--- src/rtl/match_window_counter.sv ---
// match_window_counter: counts match pulses over fixed-length windows and hands each
// window's count to a consumer through a single-entry valid/ready report register.
module match_window_counter #(
  parameter int WINDOW_LEN = 64,
  parameter int CNT_W      = 8,
  parameter int THRESH     = 4
) (
  input  logic             clk,
  input  logic             n_rst,
  input  logic             enable,
  input  logic             match_in,
  output logic             rpt_valid,
  input  logic             rpt_ready,
  output logic [CNT_W-1:0] rpt_count,
  output logic             rpt_sat,
  output logic             rpt_lost,
  output logic             alarm,
  output logic             busy
);
  localparam int TW = $clog2(WINDOW_LEN);
  localparam logic [TW-1:0] LAST = TW'(WINDOW_LEN - 1);
  localparam logic [CNT_W-1:0] MAX = '1;
  localparam logic [CNT_W-1:0] PRE = CNT_W'(THRESH - 1);
  typedef enum logic {IDLE, COUNT} state_t;
  state_t           state_q, state_d;
  logic [TW-1:0]    timer_q, timer_d;
  logic [CNT_W-1:0] cnt_q, cnt_d, cnt_inc;
  logic             sat_q, sat_d, sat_nxt;
  logic             rpt_valid_q, rpt_valid_d;
  logic [CNT_W-1:0] rpt_count_q, rpt_count_d;
  logic             rpt_sat_q, rpt_sat_d;
  logic             rpt_lost_q, rpt_lost_d;
  logic             alarm_q, alarm_d;
  logic             counting, win_end, hit, restart;
  always_comb begin
    counting    = (state_q == COUNT) && enable;
    win_end     = counting && (timer_q == LAST);
    hit         = counting && match_in;
    restart     = !counting || win_end;
    cnt_inc     = cnt_q + CNT_W'(hit && (cnt_q != MAX));
    sat_nxt     = sat_q | (hit && (cnt_q == MAX));
    state_d     = enable ? COUNT : IDLE;
    timer_d     = restart ? '0 : timer_q + TW'(1);
    cnt_d       = restart ? '0 : cnt_inc;
    sat_d       = restart ? 1'b0 : sat_nxt;
    alarm_d     = hit && (cnt_q == PRE);
    // the window-end match belongs to the ending window, so the report takes cnt_inc
    rpt_valid_d = win_end | (rpt_valid_q & ~rpt_ready);
    rpt_count_d = win_end ? cnt_inc : rpt_count_q;
    rpt_sat_d   = win_end ? sat_nxt : rpt_sat_q;
    rpt_lost_d  = rpt_lost_q | (win_end & rpt_valid_q & ~rpt_ready);
  end
  always_ff @(posedge clk or negedge n_rst) begin
    if (!n_rst) begin
      state_q     <= IDLE;
      timer_q     <= '0;
      cnt_q       <= '0;
      sat_q       <= 1'b0;
      rpt_valid_q <= 1'b0;
      rpt_count_q <= '0;
      rpt_sat_q   <= 1'b0;
      rpt_lost_q  <= 1'b0;
      alarm_q     <= 1'b0;
    end else begin
      state_q     <= state_d;
      timer_q     <= timer_d;
      cnt_q       <= cnt_d;
      sat_q       <= sat_d;
      rpt_valid_q <= rpt_valid_d;
      rpt_count_q <= rpt_count_d;
      rpt_sat_q   <= rpt_sat_d;
      rpt_lost_q  <= rpt_lost_d;
      alarm_q     <= alarm_d;
    end
  end
  assign busy      = (state_q == COUNT);
  assign rpt_valid = rpt_valid_q;
  assign rpt_count = rpt_count_q;
  assign rpt_sat   = rpt_sat_q;
  assign rpt_lost  = rpt_lost_q;
  assign alarm     = alarm_q;
endmodule
--- config.mk ---
export PLATFORM = sky130hd
export DESIGN_NAME = match_window_counter
export DESIGN_NICKNAME = d
export VERILOG_FILES = /design/src/rtl/match_window_counter.sv
export SDC_FILE = /design/constraint.sdc
export NUM_CORES = 1
export LEC_CHECK = 0
export CAP_MARGIN = 10
export CELL_PAD_IN_SITES_DETAIL_PLACEMENT = 0
export CELL_PAD_IN_SITES_GLOBAL_PLACEMENT = 1
export CORE_MARGIN = 4
export CORE_UTILIZATION = 30
export DETAILED_ROUTE_END_ITERATION = 8
export MAX_ROUTING_LAYER = met4
export PLACE_DENSITY = 0.66
export SYNTH_ARGS = -nofsm -noshare
export SYNTH_HDL_FRONTEND = slang
export SYNTH_SLANG_ARGS = --single-unit
--- constraint.sdc ---
create_clock -name clk -period 2.1 [get_ports clk]
set_input_delay 0.315 -clock clk [delete_from_list [all_inputs] [get_ports clk]]
set_output_delay 0.315 -clock clk [all_outputs]
set_load 0.005 [all_outputs]
After elaboration in Yosys (flattened, before gate mapping). Cells that the tools add are included. Widths: inputs -> output; s select.

Register bits after elaboration: 28. Bits of input ports: 5. Word-level logic and storage cells: 34.

$add $sub $neg: 2. Equality and inequality tests: 4. Multiplexer cells: 4. Bitwise logic cells: 7. Reductions and logical operators: 8.

Operators with widths (number): $add 8x1->8 (1); $eq 8x2->1 const B (1); $eq 8x8->1 const B (1); $mux 8 (1); $ne 8x8->1 const B (1); $add 6x1->6 const B (1); $eq 6x6->1 const B (1); $logic_and 1x1->1 (6); $mux 6 (1); $and 1x1->1 (3); $or 1x1->1 (3); $mux 1 (2); $logic_not 1->1 (1); $logic_or 1x1->1 (1); $not 1->1 (1).

Logic depth before layout (Yosys ltp).
Depth after elaboration: 5. Mapped depth: 8.

Worst setup path before layout. OpenSTA, ideal clock, no wires.

Path kind: register to register. Start: register cnt_q[4]. End: register rpt_count_q[6] (netlist: rpt_count[6]). Setup time: 82 ps. Data arrival time: 1619 ps. Data required time: 2018 ps. Setup slack: 399 ps. Stages on the path, launching flop included: 9. Path through: dfrtp_1 > nand4_1 > nor2_1 > nor2_1 > ha_1 > ha_1 > nand3_1 > or3_1 > a31oi_1.

Longest elaborated chain between the ends: 3.

RTL lines: from (decl) (line 27) `logic [CNT_W-1:0] cnt_q, cnt_d, cnt_inc;`; from (signal assigned) (line 67) `cnt_q <= cnt_d;`; $ne 8x8->1 (line 40) `cnt_inc = cnt_q + CNT_W'(hit && (cnt_q != MAX));`; $logic_and 1x1->1 (line 40); $add 8x1->8 (*) (line 40); to (signal assigned) (line 70) `rpt_count_q <= rpt_count_d;`; to (decl) (line 30) `logic [CNT_W-1:0] rpt_count_q, rpt_count_d;`.

Every way passes the cells marked *; elsewhere a longest branch is shown, timed or not. A chain may end at the register's enable or synchronous reset.

Worst setup path after layout.
Start: register cnt_q[4]. End: register rpt_count_q[4] (netlist: rpt_count[4]).

Same word-level chain as after synthesis.

==> results.md <==
* Status: completed
* Crit share post-route at just under 90%
* CP peak stage delay at around 0.44 ns
* Peak VDD IR at 0.347 mV
* Hold_ws at roughly 0.41 ns
* CP Max Fanout at 5
* Critical-path top delay cell: dfrtp_1
* Critical Path RT at around 2.3 ns
* Post-CTS Hold Fix Bufs at 0
* DRT Pass-1 Iters at 4
* # setup viols final at 0
* Grt ovf at 0
* CTS resizes at 0
* # diodes at 0
* Fmax at about 540 MHz
* DP Wirelength at ~1700 µm
* CP Data Arrival Time at roughly 2 ns
* Initial antenna violation count at 0
* Cells after synthesis at 108
* Vias at between 800 and 900
* Pleak at ~0.66 nW
* First-iteration detailed-routing DRC count at 17
* Routed length per instance at about 13 µm
* #FFs+latches synth at 28
* Delay-heaviest family, CP: simple AND/OR/NAND/NOR gates
* Layout Utilization at 39.4%
* Worst skew pair latency at around 0.27 ns
* Post-detailed-routing wire length at roughly 2400 µm
* Worst Hold Class: in2async
* Die height at ~71 µm
* CTS Sinks at 28
* Fin nets at 140
* Worst slew margin at 73.9%
* CTS tree: built
* CTS root buf: clkbuf_8
* Fin cells at about 180
* Yosys Warn Count at 0
* Postcts setup bufs at 0
* Fin Clk Skew at between 0.007 and 0.008 ns
* Critical Path Start Type: flip-flop
* Library cells used by synthesis at 27
* Top Ports at 18
* TNS Setup at 0 ns
* Slew Limit Fails at 0
* Proportion of layout cells with a drive suffix above 1 at between 10% and 20%
* Top cell type's share of synthesized area at between 50% and 60%
* Detail Route Antenna Nets at 0
* Crit end category: flip-flop
* Site Rows at 22
* Buffers on Ports at 17
* PwrDens at ~590 mW/mm²
* Die ar. at roughly 0.0050 mm²
* Max cap viols at 0
* First-pass GRT wire length at roughly 3800 µm
* Area contributors post-synth: dfrtp_1 59%, a21oi_1 5.0%, nor2_1 4.4%
* Buffers & Inverters on Critical Path at 1
* # H-tree levels at 1
* Commonest non-fill, non-tap cells in the layout: 28 x dfrtp_1, 17 x clkdlybuf4s50_1, 14 x nor2_1
* GPL Wtd Cong at slightly above 0.8
* TritonCTS buffer count at 3
* Post-synth top area cell: dfrtp_1
* Tot GR Track Use at about 9.9%
* Clock slew at reported path FFs at roughly 0.09 ns
* Die extent in x at ~71 µm
* Placed cells at between 150 and 200
* Largest net degree at the start of global routing at 29
* Residual DRC at 0
* Netlist Area Pre-Place at roughly 0.0012 mm²
* Area delta synth->final at 23.8%
* Tmin final at between 1.5 and 2 ns
* Synthesized Nets at between 100 and 150
* Core area at 0.00374 mm²
* Max Buffers Root-to-Sink at 2
* Initial Util at 31.9%
* Vias in the first global route at 819
* Final hold violation count at 0
* CP cell instances: nand4_1, nor2_1, nor2_1, ha_1, ha_1, nand3_1, buf_4, xor2_1, a21oi_1
* Most common cell after layout, fill and taps aside: dfrtp_1
* RSZ-0062 raised after global routing: false
* Kind of critical path: reg2reg
* Sequential fraction of the synthesis area at between 50% and 60%
* Least-Margin Pin Slew at between 0.3 and 0.4 ns
* Avg Inst Size Synth at around 11 µm²
* Vias/cell at between 4 and 5
[metal layers]
| layer | wire length [µm] | global-route usage, % |
|---|---|---|
| met5 | 0 | - |
| met4 | 16 | 3.97 |
| met3 | 65 | 1.70 |
| met2 | 1090 | 15.0 |
| met1 | 1190 | 13.2 |
[synth_stat cells]
library cell / number
a21o_1: 1
a31oi_1: 3
mux2_4: 1
nand3_1: 5
a31o_2: 2
mux2i_1: 1
nor2_1: 14
xor2_1: 3
ha_1: 3
dfrtp_1: 28
or3_1: 4
or4_1: 1
a21oi_2: 1
buf_2: 2
a21oi_1: 12
o21ai_0: 4
nor3_1: 1
nand2_1: 4
and3_1: 1
buf_6: 2
and2_4: 1
nand4_1: 2
inv_1: 6
o31a_1: 1
and4_4: 1
mux2_2: 1
xnor2_1: 3
[where the power goes]
| group | switching [mW] | internal, mW | leakage (nW) |
|---|---|---|---|
| sequential | 0.00268 | 0.542 | 0.383 |
| combinational | 0.0215 | 0.0153 | 0.256 |
| clock | 0.157 | 0.129 | 0.0216 |
[worst paths after layout]
check	end	start	slack, ns	cells after the start
min in group clk	timer_q[0]	timer_q[0]	0.47	1
max	rpt_count[4]	cnt_q[4]	0.25	9
max in group asynchronous	alarm	n_rst	1.43	2
min reg2reg	timer_q[0]	timer_q[0]	0.47	1
max reg2reg	rpt_count[4]	cnt_q[4]	0.25	9
min	rpt_count[0]	n_rst	0.41	2
[flip-flops by register name (all words and copies together) (netlist names)]
signal and cells:
alarm 1, busy 1, cnt_q 8, rpt_count 8, rpt_lost 1, rpt_sat 1
rpt_valid 1, sat_q 1, timer_q 6
[area by class of cell]
cell class | count | area, µm²
flip-flops and latches | 28 | 701
clock buffers | 3 | 41.3
well taps | 48 | 60.1
inverters | 6 | 22.5
fillers | 381 | 2270
multi-input cells | 70 | 437
repair buffers | 23 | 215
[metrics by stage]
step / setup slack, ns / instance area, µm² / total power, mW
after floorplan: 0.399 / 1190 / 0.566
final: 0.253 / 1480 / 0.867
after detailed placement: 0.00236 / 1440 / 0.594
after CTS: 0.256 / 1480 / 0.883
after global placement: 0.0268 / 1440 / 0.593
after global routing: 0.0827 / 1480 / 0.912
[worst reg2reg max path, stage by stage (launching register included)]
cell and delay [ns]:
dfrtp_1 0.44, nand4_1 0.19, nor2_1 0.14, nor2_1 0.05, ha_1 0.19, ha_1 0.19
nand3_1 0.12, buf_4 0.13, xor2_1 0.19, a21oi_1 0.10
[logic make-up (layout without fill, tap and decap cells)]
logic type                 after synthesis  count (layout)  share of synthesized area, %
muxes                                    3               3                          3.04
adders and majority gates                3               3                          3.15
and+or+nand+nor                         34              34                          14.2
buffers and inverters                   10              32                          4.62
xor gates and xnor gates                 6               6                          4.41
AOI/OAI and AO/OA                       24              24                          11.9
DFF                                     28              28                          58.8
Note: power is estimated with default switching activity, not from simulation.
